===== src/rtl/mem_port_arbiter.sv =====
// Single-port SRAM arbiter: data requester has priority over instruction fetch, and one-cycle read data is routed back to its owner.
// Optional fetch starvation guard is enabled by defining MEM_ARB_STARVE_EN.
module mem_port_arbiter #(
    parameter int ADDR_W     = 12,
    parameter int STARVE_MAX = 4
) (
    input  logic              clk,
    input  logic              rst,
    input  logic              if_req,
    input  logic [29:0]       if_addr,
    output logic              if_gnt,
    output logic              if_rvalid,
    input  logic              dm_req,
    input  logic [29:0]       dm_addr,
    input  logic [31:0]       dm_wdata,
    input  logic              dm_wren,
    output logic              dm_gnt,
    output logic              dm_rvalid,
    output logic [31:0]       rdata,
    output logic [ADDR_W-1:0] sram_addr,
    output logic [31:0]       sram_data,
    output logic              sram_wren,
    input  logic [31:0]       sram_q,
    output logic              select,
    output logic              addr_err
);

    typedef enum logic [1:0] {
        IDLE  = 2'd0,
        RD_IF = 2'd1,
        RD_DM = 2'd2
    } owner_t;

    owner_t state, state_next;
    logic   force_if;
    logic   dm_oor;
    logic   addr_err_q;
    logic   unused_ok;

    // Any address bit above the SRAM index makes a data access out of range.
    assign dm_oor = |dm_addr[29:ADDR_W];

`ifdef MEM_ARB_STARVE_EN
    localparam int                CNT_W        = $clog2(STARVE_MAX + 1);
    localparam logic [CNT_W-1:0] STARVE_LIMIT = CNT_W'(STARVE_MAX);

    logic [CNT_W-1:0] starve_cnt;

    assign force_if  = if_req && dm_req && (starve_cnt == STARVE_LIMIT);
    assign unused_ok = ^if_addr[29:ADDR_W];

    always_ff @(posedge clk) begin
        if (rst) begin
            starve_cnt <= '0;
        end else if (!if_req || if_gnt) begin
            starve_cnt <= '0;
        end else if (dm_gnt) begin
            starve_cnt <= starve_cnt + 1'b1;
        end
    end
`else
    assign force_if  = 1'b0;
    assign unused_ok = ^{if_addr[29:ADDR_W], STARVE_MAX[0]};
`endif

    always_comb begin
        // NOTE: every output gets a default first so no path through the if-tree infers a latch.
        if_gnt     = 1'b0;
        dm_gnt     = 1'b0;
        select     = 1'b0;
        sram_addr  = '0;
        sram_wren  = 1'b0;
        state_next = IDLE;
        if (!rst) begin
            if (dm_req && !force_if) begin
                dm_gnt    = 1'b1;
                sram_addr = dm_addr[ADDR_W-1:0];
                sram_wren = dm_wren && !dm_oor;
                if (!dm_wren) begin
                    state_next = RD_DM;
                end
            end else if (if_req) begin
                if_gnt     = 1'b1;
                select     = 1'b1;
                sram_addr  = if_addr[ADDR_W-1:0];
                state_next = RD_IF;
            end
        end
    end

    always_ff @(posedge clk) begin
        // NOTE: state registers use non-blocking assignments so every flop samples pre-edge values.
        if (rst) begin
            state      <= IDLE;
            addr_err_q <= 1'b0;
        end else begin
            state      <= state_next;
            addr_err_q <= dm_gnt && dm_oor;
        end
    end

    // Masking with rst drops a pending return the moment reset is applied, not one cycle later.
    assign if_rvalid = !rst && (state == RD_IF);
    assign dm_rvalid = !rst && (state == RD_DM);
    assign addr_err  = !rst && addr_err_q;

    assign sram_data = dm_wdata;
    assign rdata     = sram_q;

endmodule

===== config.mk =====
export PLATFORM = sky130hd
export DESIGN_NAME = mem_port_arbiter
export DESIGN_NICKNAME = d
export VERILOG_FILES = /design/src/rtl/mem_port_arbiter.sv
export SDC_FILE = /design/constraint.sdc
export NUM_CORES = 1
export LEC_CHECK = 0
export ABC_AREA = 1
export CORE_AREA = 2 2 83 85
export DETAILED_ROUTE_END_ITERATION = 12
export DIE_AREA = 0 0 85 87
export GPL_TIMING_DRIVEN = 0
export MAX_ROUTING_LAYER = met4
export PLACE_DENSITY = 0.7
export SLEW_MARGIN = 20
export SYNTH_ARGS = -nofsm -noshare
export SYNTH_HDL_FRONTEND = slang
export SYNTH_SLANG_ARGS = --single-unit

===== constraint.sdc =====
create_clock -name clk -period 0.8 [get_ports clk]
set_input_delay 0.16 -clock clk [delete_from_list [all_inputs] [get_ports clk]]
set_output_delay 0.16 -clock clk [all_outputs]
set_load 0.05 [all_outputs]

# ---- Yosys cells after proc, flatten, opt, wreduce, memory -nomap -nowiden
# Index checks and enable logic that the tools add are counted.
dict set report totals {
  regBits 3
  input_bits 129
  out_inout_bits 83
  wordCells 25
}
dict set report op_classes {
  eq_ne 2
  muxes 13
  n_reduce_logical 8
}
# op n
set ops {}
lappend ops {{two-way mux 12 bit} 3}
lappend ops {{OR reduction 18 bit} 1}
lappend ops {{two-way mux 1 bit} 8}
lappend ops {{logical AND 1 bit} 5}
lappend ops {{two-way mux 2 bit} 2}
lappend ops {{== test 2 x 1 -> 1 bit, second input constant} 1}
lappend ops {{== test 2 bit, second input constant} 1}
lappend ops {{zero test 1 bit} 2}

# ---- Depth between registers and ports, before layout
dict set report logic_depth {
  ltp_word 5
  ltp_mapped 6
}

# ---- Worst setup path before layout
# OpenSTA, ideal clock, no wires.
dict set report synth_timing {
  path_kind {register -> output}
  from {register state[1]}
  to {output port dm_rvalid}
  t_arrival_ps 1371
  t_required_ps 640
  slack_ps -731
  path_stages_with_launch 3
  path_buffers 0
  path_cell_list {dfxtp_1 > inv_1 > nor3_1}
}
dict set report synth_via {
  elab_chain_cells 2
}
# item line
set synth_rtl {}
lappend synth_rtl {{start, declared} 34} ;# owner_t state, state_next;
lappend synth_rtl {{start signal, assigned} 97} ;# state <= state_next;
lappend synth_rtl {{== test 2 bit} 104} ;# assign dm_rvalid = !rst && (state == RD_DM);
lappend synth_rtl {{logical AND 1 bit} 104}
lappend synth_rtl {{end, declared} 18} ;# output logic dm_rvalid,
# No other way between the ends.

# ---- Final worst setup path
dict set report layout_timing {
  from {input port dm_addr[9]}
  to {output port sram_addr[9]}
}
dict set report layout_via {
  elab_chain_cells 2
}
# item line
set layout_rtl {}
lappend layout_rtl {{start, declared} 14} ;# input logic [29:0] dm_addr,
lappend layout_rtl {{two-way mux 12 bit} 75} ;# if (dm_req && !force_if) begin
lappend layout_rtl {{two-way mux 12 bit} 74} ;# if (!rst) begin
lappend layout_rtl {{end, declared} 20} ;# output logic [ADDR_W-1:0] sram_addr,
# No other way between the ends.

==> results.md <==
- Worst Path Required: 0.64 ns
- Min Hold Slack: 0.157 ns
- Die W: 85 microns
- CTS root buf: clkbuf_8
- Flops & latches, synth: 3
- Commonest non-fill, non-tap cell in the layout: buf_4
- Post-synthesis average cell area: 7.13 sq um
- Achievable Freq: 885 MHz
- CP arrival: 0.97 ns
- Aggregate global-route resource usage: 0.0847
- First-pass GRT wire length: 4.96 mm
- GP Congestion: 0.746
- Worst setup path class: primary input to output port
- Drt wl/cell: 10.8 microns
- Netlist cell types: 16
- Fin crit share: 1.41
- Router iterations before antenna repair: 3
- Core area: 6570 sq um
- Setup TNS: -5.20 ns
- H-tree depth: 1
- Die height: 87 microns
- Drt total wl: 3.63 mm
- Critical path endpoint category: output port
- Synthesized net count: 245
- Die Area: 7400 sq um
- Vias post-DR: 1219
- Fin. max-slew vios: 0
- Num rows: 30
- Starting Density: 0.126
- RSZ-0062 raised after global routing: yes
- Congestion Overflow GR: 0
- DRT iter0 DRCs: 12
- CTS Sinks: 3
- Setup ws final: -0.330 ns
- Drt drc: 0
- MaxCap Viol Count: 0
- Sequential area share after synthesis: 0.0726
- Hold Path End: state[0]
- Hold Vio Cnt, Final: 0
- Setup-failing EPs final: 20
- Startpoint types: primary input
- Yosys warns: 0
- Fin crit period: 1.13 ns
- Critical-path maximum fanout: 1
- Worst vdd ir: 732 uV
- HPWL Detailed: 3.10 mm
- Antenna diodes: 0
- Initial antenna violation count: 0
- Failing checks: negative setup slack
- Worst hold path startpoint: if_req
- Worst hold stages: 3
- Slew HR: 0.805
- Nets: 385
- Most frequent cells in the layout: buf_4 (68), clkdlybuf4s15_2 (64), dlygate4sd2_1 (15), a22o_4 (12), clkbuf_2 (12)
- CTS buffer count: 3
- Synthesis-to-finish area growth: 218%
- I/O Pins: 212
- Mapped Cells: 116
- Leakage: 1.29 nW
- Clock transition at path regs: 0.03 ns
- CTS Hold Bufs: 0
- Worst slew pin tran: 0.293 ns
- CTS tree: built
- CTS Buffer Depth: 2
- Status: finished with violations
- Mapped Area: 827 sq um
- Power density over the cells: 935 nW/um^2
- Detail Route Antenna Nets: 0
- Vias in the first global route: 1098
- Post-layout util: 0.401
- Via/cell ratio: 3.64
- Share of cells above drive strength 1: 0.812
- IO buf count: 129
- Hold Path Class: primary input to flop
- Largest net degree at the start of global routing: 11
==> stage by stage <==
step | power, W | std cells | setup WS [ns] | instance area [sq um]
CTS | 0.00250 | 335 | -0.343 | 2670
detailed placement | 0.00203 | 325 | -1.64 | 2370
global placement | 0.00202 | 325 | -1.63 | 2370
floorplan | 0.00136 | 116 | -0.229 | 981
global route | 0.00256 | 335 | -0.349 | 2630
finish | 0.00246 | 335 | -0.330 | 2630
==> power breakdown <==
group          switching, W  total (W)  internal [W]
Sequential       0.00000437   0.000163      0.000159
Combinational       0.00105    0.00186      0.000811
Clock              0.000100   0.000440      0.000340
==> synthesized netlist by cell type <==
library cell   n  area [sq um]
inv_4          1          6.26
buf_4         65           488
nor2_1        15          56.3
nand2_1        6          22.5
nand2_4        1          11.3
and2_0         1          6.26
buf_6          1          11.3
nand3_1        1          5.00
buf_8          1          15.0
or2_0          1          6.26
a22o_1        12           105
inv_2          2          7.51
nand2_2        1          6.26
inv_1          4          15.0
dfxtp_1        3          60.1
nor3_1         1          5.00
==> cell type report <==
class,instances,area (sq um)
Fill cell,647,3940
Clock buffer,4,45.0
Timing Repair Buffer,135,1470
Sequential cell,3,62.6
Tap cell,80,100
Inverter,7,33.8
Buffer,67,541
Multi-Input combinational cell,39,385
==> worst max-delay path by stage <==
stage / from / to / depth (start not counted)
6_report: dm_addr[9] / sram_addr[9] / 3
5_1_grt: rst / sram_addr[8] / 7
4_1_cts: dm_addr[7] / sram_addr[7] / 3
3_5_place_dp: rst / sram_addr[8] / 7
3_3_place_gp: rst / sram_addr[8] / 7
2_1_floorplan: dm_addr[13] / sram_wren / 4
==> worst max-delay path: stages <==
cell and delay (ns):
clkdlybuf4s50_1 0.41, a22o_4 0.25, buf_6 0.15
==> sequential cells by signal, summed over array words and instances, names as in the netlist <==
register	flops
addr_err_q	1
state	2
==> logic make-up after synthesis <==
group,count (synthesis),synth area share
simple gates,27,0.144
buf+inv,74,0.657
flops,3,0.0726
compound gates,12,0.127
==> routing by layer <==
metal / wire length [microns] / share of wire / up-vias / GRT usage
li1: - / - / 581 / -
met1: 1140 / 0.31 / 527 / 0.0861
met2: 1940 / 0.54 / 111 / 0.157
met3: 549 / 0.15 / 0 / 0.0332
met4: 0 / 0 / 0 / 0.0130
met5: 0 / 0 / - / -
==> repair_timing <==
item	CTS	global route
pin swaps	25	18
buffers inserted	5	0
gates resized for setup	423	22
gates cloned	1	0
setup endpoints to repair	86	20
No activity file was read; power rests on OpenSTA's default activity.
